==> src/rtl/multi_phase_traffic_ctrl.sv <==
// multi_phase_traffic_ctrl: N-phase round-robin traffic-light controller.
// Each phase runs GREEN -> YELLOW -> ALL-RED and then hands over to the next phase.
// Green and yellow lengths are set at runtime. Phases without demand can optionally be skipped.
// An emergency request pre-empts the running green and then holds its target phase green.
// All timing advances only on cycles where tick_en is high.
module multi_phase_traffic_ctrl #(
  parameter int NUM_PHASES   = 4,
  parameter int CNT_W        = 8,
  parameter int ALLRED_TICKS = 1,
  parameter int SKIP_IDLE    = 0,
  localparam int PH_W        = (NUM_PHASES > 1) ? $clog2(NUM_PHASES) : 1
) (
  input  logic                    clk,
  input  logic                    rst_n,
  input  logic                    tick_en,
  input  logic [CNT_W-1:0]        green_len,
  input  logic [CNT_W-1:0]        yellow_len,
  input  logic [NUM_PHASES-1:0]   phase_req,
  input  logic                    emg_req,
  input  logic [PH_W-1:0]         emg_phase,
  output logic [3*NUM_PHASES-1:0] lights,
  output logic [PH_W-1:0]         cur_phase,
  output logic                    emg_active
);

  typedef enum logic [1:0] {
    ST_ALLRED = 2'd0,
    ST_GREEN  = 2'd1,
    ST_YELLOW = 2'd2
  } state_t;

  state_t                  state_q, state_d;
  logic [CNT_W-1:0]        cnt_q, cnt_d;
  logic [CNT_W-1:0]        len_q, len_d;
  logic [PH_W-1:0]         cur_phase_q, cur_phase_d;
  logic [NUM_PHASES-1:0]   demand_q, demand_d;
  logic                    emg_active_q, emg_active_d;
  logic [3*NUM_PHASES-1:0] lights_q, lights_d;

  logic [PH_W-1:0]         rr_phase;
  logic [PH_W-1:0]         next_phase;
  logic [PH_W-1:0]         scan_idx;
  logic [PH_W-1:0]         target_phase;
  logic                    emg_valid;
  logic                    at_last;

  // A programmed length of zero behaves as a length of one tick
  function automatic logic [CNT_W-1:0] eff_len(input logic [CNT_W-1:0] len);
    return (len == '0) ? CNT_W'(1) : len;
  endfunction

  // Choose the phase that follows cur_phase: plain rotation, or the first phase with demand
  // (cur_phase itself is searched last) when skipping is enabled
  always_comb begin
    rr_phase   = (cur_phase_q == PH_W'(NUM_PHASES - 1)) ? '0 : cur_phase_q + PH_W'(1);
    next_phase = rr_phase;
    scan_idx   = '0;
    if (SKIP_IDLE != 0) begin
      for (int k = NUM_PHASES; k >= 1; k--) begin
        scan_idx = PH_W'((int'(cur_phase_q) + k) % NUM_PHASES);
        if (demand_q[scan_idx]) next_phase = scan_idx;
      end
    end
  end

  // Next-state logic: len_q holds the length of the current state, so every state ends the same way
  always_comb begin
    state_d      = state_q;
    cnt_d        = cnt_q;
    len_d        = len_q;
    cur_phase_d  = cur_phase_q;
    demand_d     = demand_q | phase_req;
    emg_active_d = 1'b0;
    emg_valid    = emg_req && (int'(emg_phase) < NUM_PHASES);
    at_last      = (cnt_q == len_q - CNT_W'(1));
    target_phase = emg_valid ? emg_phase : next_phase;

    case (state_q)
      ST_ALLRED: begin
        if (tick_en && at_last) begin
          state_d               = ST_GREEN;
          cnt_d                 = '0;
          cur_phase_d           = target_phase;
          len_d                 = eff_len(green_len);
          demand_d[target_phase] = 1'b0;
        end else if (tick_en) begin
          cnt_d = cnt_q + CNT_W'(1);
        end
      end
      ST_GREEN: begin
        if (emg_valid && (emg_phase != cur_phase_q)) begin
          state_d = ST_YELLOW;
          cnt_d   = '0;
          len_d   = eff_len(yellow_len);
        end else if (emg_valid) begin
          cnt_d        = '0;
          emg_active_d = 1'b1;
        end else if (emg_active_q) begin
          cnt_d = '0;
        end else if (tick_en && at_last) begin
          state_d = ST_YELLOW;
          cnt_d   = '0;
          len_d   = eff_len(yellow_len);
        end else if (tick_en) begin
          cnt_d = cnt_q + CNT_W'(1);
        end
      end
      ST_YELLOW: begin
        if (tick_en && at_last) begin
          state_d = ST_ALLRED;
          cnt_d   = '0;
          len_d   = CNT_W'(ALLRED_TICKS);
        end else if (tick_en) begin
          cnt_d = cnt_q + CNT_W'(1);
        end
      end
      default: begin
        state_d = ST_ALLRED;
        cnt_d   = '0;
        len_d   = CNT_W'(ALLRED_TICKS);
      end
    endcase
  end

  // Decode the lamps from the upcoming state so the registered outputs change on the same edge
  always_comb begin
    lights_d = '0;
    for (int i = 0; i < NUM_PHASES; i++) begin
      lights_d[3*i +: 3] = 3'b100;
      if (PH_W'(i) == cur_phase_d) begin
        if (state_d == ST_GREEN)  lights_d[3*i +: 3] = 3'b001;
        if (state_d == ST_YELLOW) lights_d[3*i +: 3] = 3'b010;
      end
    end
  end

  // State and output registers; reset drops every phase to red immediately
  always_ff @(posedge clk or negedge rst_n) begin
    if (!rst_n) begin
      state_q      <= ST_ALLRED;
      cnt_q        <= '0;
      len_q        <= CNT_W'(ALLRED_TICKS);
      cur_phase_q  <= PH_W'(NUM_PHASES - 1);
      demand_q     <= '0;
      emg_active_q <= 1'b0;
      lights_q     <= {NUM_PHASES{3'b100}};
    end else begin
      state_q      <= state_d;
      cnt_q        <= cnt_d;
      len_q        <= len_d;
      cur_phase_q  <= cur_phase_d;
      demand_q     <= demand_d;
      emg_active_q <= emg_active_d;
      lights_q     <= lights_d;
    end
  end

  assign lights     = lights_q;
  assign cur_phase  = cur_phase_q;
  assign emg_active = emg_active_q;

endmodule
==> config.mk <==
export PLATFORM = sky130hd
export DESIGN_NAME = multi_phase_traffic_ctrl
export DESIGN_NICKNAME = d
export VERILOG_FILES = /design/src/rtl/multi_phase_traffic_ctrl.sv
export SDC_FILE = /design/constraint.sdc
export NUM_CORES = 1
export LEC_CHECK = 0
export ABC_AREA = 1
export CORE_MARGIN = 2
export CORE_UTILIZATION = 35
export DETAILED_ROUTE_END_ITERATION = 8
export PLACE_DENSITY = 0.63
export SYNTH_ARGS = -nofsm -noshare
export SYNTH_HDL_FRONTEND = slang
export SYNTH_SLANG_ARGS = --single-unit
==> constraint.sdc <==
create_clock -name clk -period 3.2 [get_ports clk]
set_input_delay 0.48 -clock clk [delete_from_list [all_inputs] [get_ports clk]]
set_output_delay 0.48 -clock clk [all_outputs]
set_load 0.01 [all_outputs]
==> flow_summary.json <==
{
  "drcViolationCount": 0,
  "max_freq_mhz": 366,
  "ys_seq_area_frac": 0.408,
  "cts_buffers": 5,
  "grt_start_max_net_pins": 34,
  "cpLargestDelayFamily": "simple AND/OR/NAND/NOR gates",
  "antenna_found_initial": 0,
  "hpwl_um": 3570,
  "ys_ff_latch": 33,
  "die-area_sq_um": 6470,
  "cts.path.max_buffers": 2,
  "cts-root-buf": "clkbuf_8",
  "cts_resized": 0,
  "ant_nets": 0,
  "maxCapViolations": 0,
  "synth_flop_cell": "dfrtp_1",
  "multi_input_area_sq_um": 1070,
  "worst_slew_pin_slew_ps": 478,
  "synth_nets": 297,
  "routed_via_density": 4.80,
  "synth_area_sq_um": 2040,
  "cts_sinks": 33,
  "synth_top_area_share": 0.318,
  "status": "finished clean",
  "h-tree-depth": 2,
  "slew-limit-headroom": 0.680,
  "ys_types": 29,
  "syn_avg_cell_area_sq_um": 7.69,
  "post-route-min-period_ps": 2740,
  "num_rows": 27,
  "p_leak_uw": 0.00122,
  "rsz0062_at_grt": "no",
  "area_growth_pct": 28.0,
  "irDropWorstVdd_mv": 0.389,
  "fin_nets": 341,
  "hold_path.class": "reg2reg",
  "io_buffer_count": 36,
  "routed_wl_um": 4590,
  "diodes": 0,
  "clock-skew-final_ps": 3.56,
  "gp_congestion": 0.817,
  "overflow": 0,
  "drive_gt1_frac": 0.158,
  "grt_pass1_vias": 1858,
  "yosys_warnings": 0,
  "fp.dieW_um": 80.4,
  "die_y_um": 80.4,
  "firstDrtPassIters": 4,
  "yosys.area.top_type": "dfrtp_1",
  "period_share": 0.855,
  "core_sq_um": 5570,
  "drt_iter0_markers": 119,
  "cp-start-kind": "flop",
  "worst-setup-path-type": "reg2reg",
  "setup_tns_ps": 0,
  "synthTopCellsByArea": "dfrtp_1, nand2_1, dfstp_2",
  "drv_slew": 0,
  "finalHoldViolations": 0,
  "start_util": 0.367,
  "clk_latency_ps": 290,
  "cpMostUsedCell": "nand2_1",
  "fillers": 566,
  "seq_area_sq_um": 835,
  "finalSetupViolations": 0,
  "grt_usage": 0.163,
  "grt_pass1_wl_um": 8160,
  "vias": 1838,
  "avgRoutedWirePerCell_um": 12.0,
  "cp.required_ps": 3410,
  "worst_setup_path_end_kind": "flop",
  "cts_setup_buffers": 0,
  "synth_edf_count": 0,
  "cts_tree": "built",
  "whs_ps": 494,
  "max_stage_delay_ps": 590,
  "cts.clk_slew.worst_paths_ps": 70,
  "crit_path_max_fanout": 6,
  "arrival_ps": 2950,
  "cts.hold.buffers_added": 0,
  "crit_buf_inv": 3,
  "io_pins": 41,
  "p_per_area_nw_per_um2": 720,
  "cp_slowest_cell": "dfstp_2",
  "syn_inst": 266,
  "synthArstFlopShare": 1.00,
  "path_cells": "inv_1, ha_1, nand2_1, inv_1, nor2_1, nand2_1, nor2_2, nand2_1, nor2_4, nand3_2, nand2_1, nand2_1, nand2_1, nand2_1, ha_1, inv_1, nand3_1"
}
[cell type report]
type	instances	share of cell area
flip-flops and latches	33	0.319
multi-input cells	196	0.409
inverters	37	0.0531
clock inverters	3	0.0177
repair buffers	37	0.141
clock buffers	5	0.0263
well taps	72	0.0344
[per-stage QoR]
stage          total power [uW]  worst slack [ps]   util  instance area (sq um)  cells
2_1_floorplan              1270               820      -                   2040    266
3_3_place_gp               1470               420  0.449                   2500    375
3_5_place_dp               1490               382  0.449                   2500    375
4_1_cts                    1900               443  0.470                   2620    383
5_1_grt                    2050               163  0.470                   2620    383
6_report                   1880               465  0.470                   2620    383
[synthesized netlist by cell type, types with 2 or more instances]
cell type	number
xor2_1	4
ha_1	5
a22o_1	2
dfstp_2	7
o22ai_1	3
o21ai_0	5
dfrtp_1	26
nor3_1	7
nor2_1	33
nor2_4	3
nand4_1	6
inv_1	36
nor4_1	4
nand3_1	27
nand2_2	15
nand2_1	63
nand3_2	2
xnor2_1	3
nand2_4	2
nor2_2	4
[cells by family (layout without fill, tap and decap cells)]
family / Yosys count / in the layout / synth area share
simple gates: 169 / 169 / 0.410
buf+inv: 37 / 82 / 0.0679
flops: 33 / 33 / 0.408
compound gates: 14 / 14 / 0.0453
xor+xnor: 8 / 8 / 0.0379
fa+ha+maj: 5 / 5 / 0.0306
[worst min-delay path, stage by stage, from the launching register on]
cell and delay (ps):
dfrtp_1 360, nand2_1 60, nand2_1 50
[cell usage in the layout, fill, tap and decap left out, drive strengths merged, types with 2 or more instances in the layout]
cell type      Yosys  routed
clkdlybuf4s50      0      36
nor3               7       7
xor2               5       5
a22o               2       2
nand3             30      30
ha                 5       5
nand4              6       6
o22ai              3       3
clkbuf             0       5
inv               37      37
xnor2              3       3
nand2             80      80
nor2              41      41
dfrtp             26      26
o21ai              7       7
nor4               4       4
dfstp              7       7
[flip-flops by register name (all words and copies together), names as in the netlist]
signal,flops
len_q,8
lights,12
state_q,2
cnt_q,8
emg_active,1
cur_phase,2
[metal layers]
metal / vias to the layer above / share of wire / GRT usage
li1: 936 / - / -
met1: 853 / 0.46 / 0.204
met2: 43 / 0.47 / 0.273
met3: 6 / 0.057 / 0.0438
met4: 0 / 0.010 / 0.0508
met5: - / 0 / 0
[final timing paths]
check	cells after the start	slack (ps)	start	to
max in group asynchronous	2	2270	rst_n	len_q[0]
worst max-delay path	17	460	len_q[0]	lights[8]
worst min register to register	2	490	len_q[7]	len_q[7]
worst min-delay path	2	490	len_q[7]	len_q[7]
worst max register to register	17	460	len_q[0]	lights[8]
min in group asynchronous	2	590	rst_n	lights[7]
[report_power, final]
| group | internal [uW] | switching [uW] |
|---|---|---|
| registers | 530 | 118 |
| clock network | 233 | 167 |
| logic | 320 | 517 |
| total | 1080 | 802 |
Power figures use the tool's default switching activity.
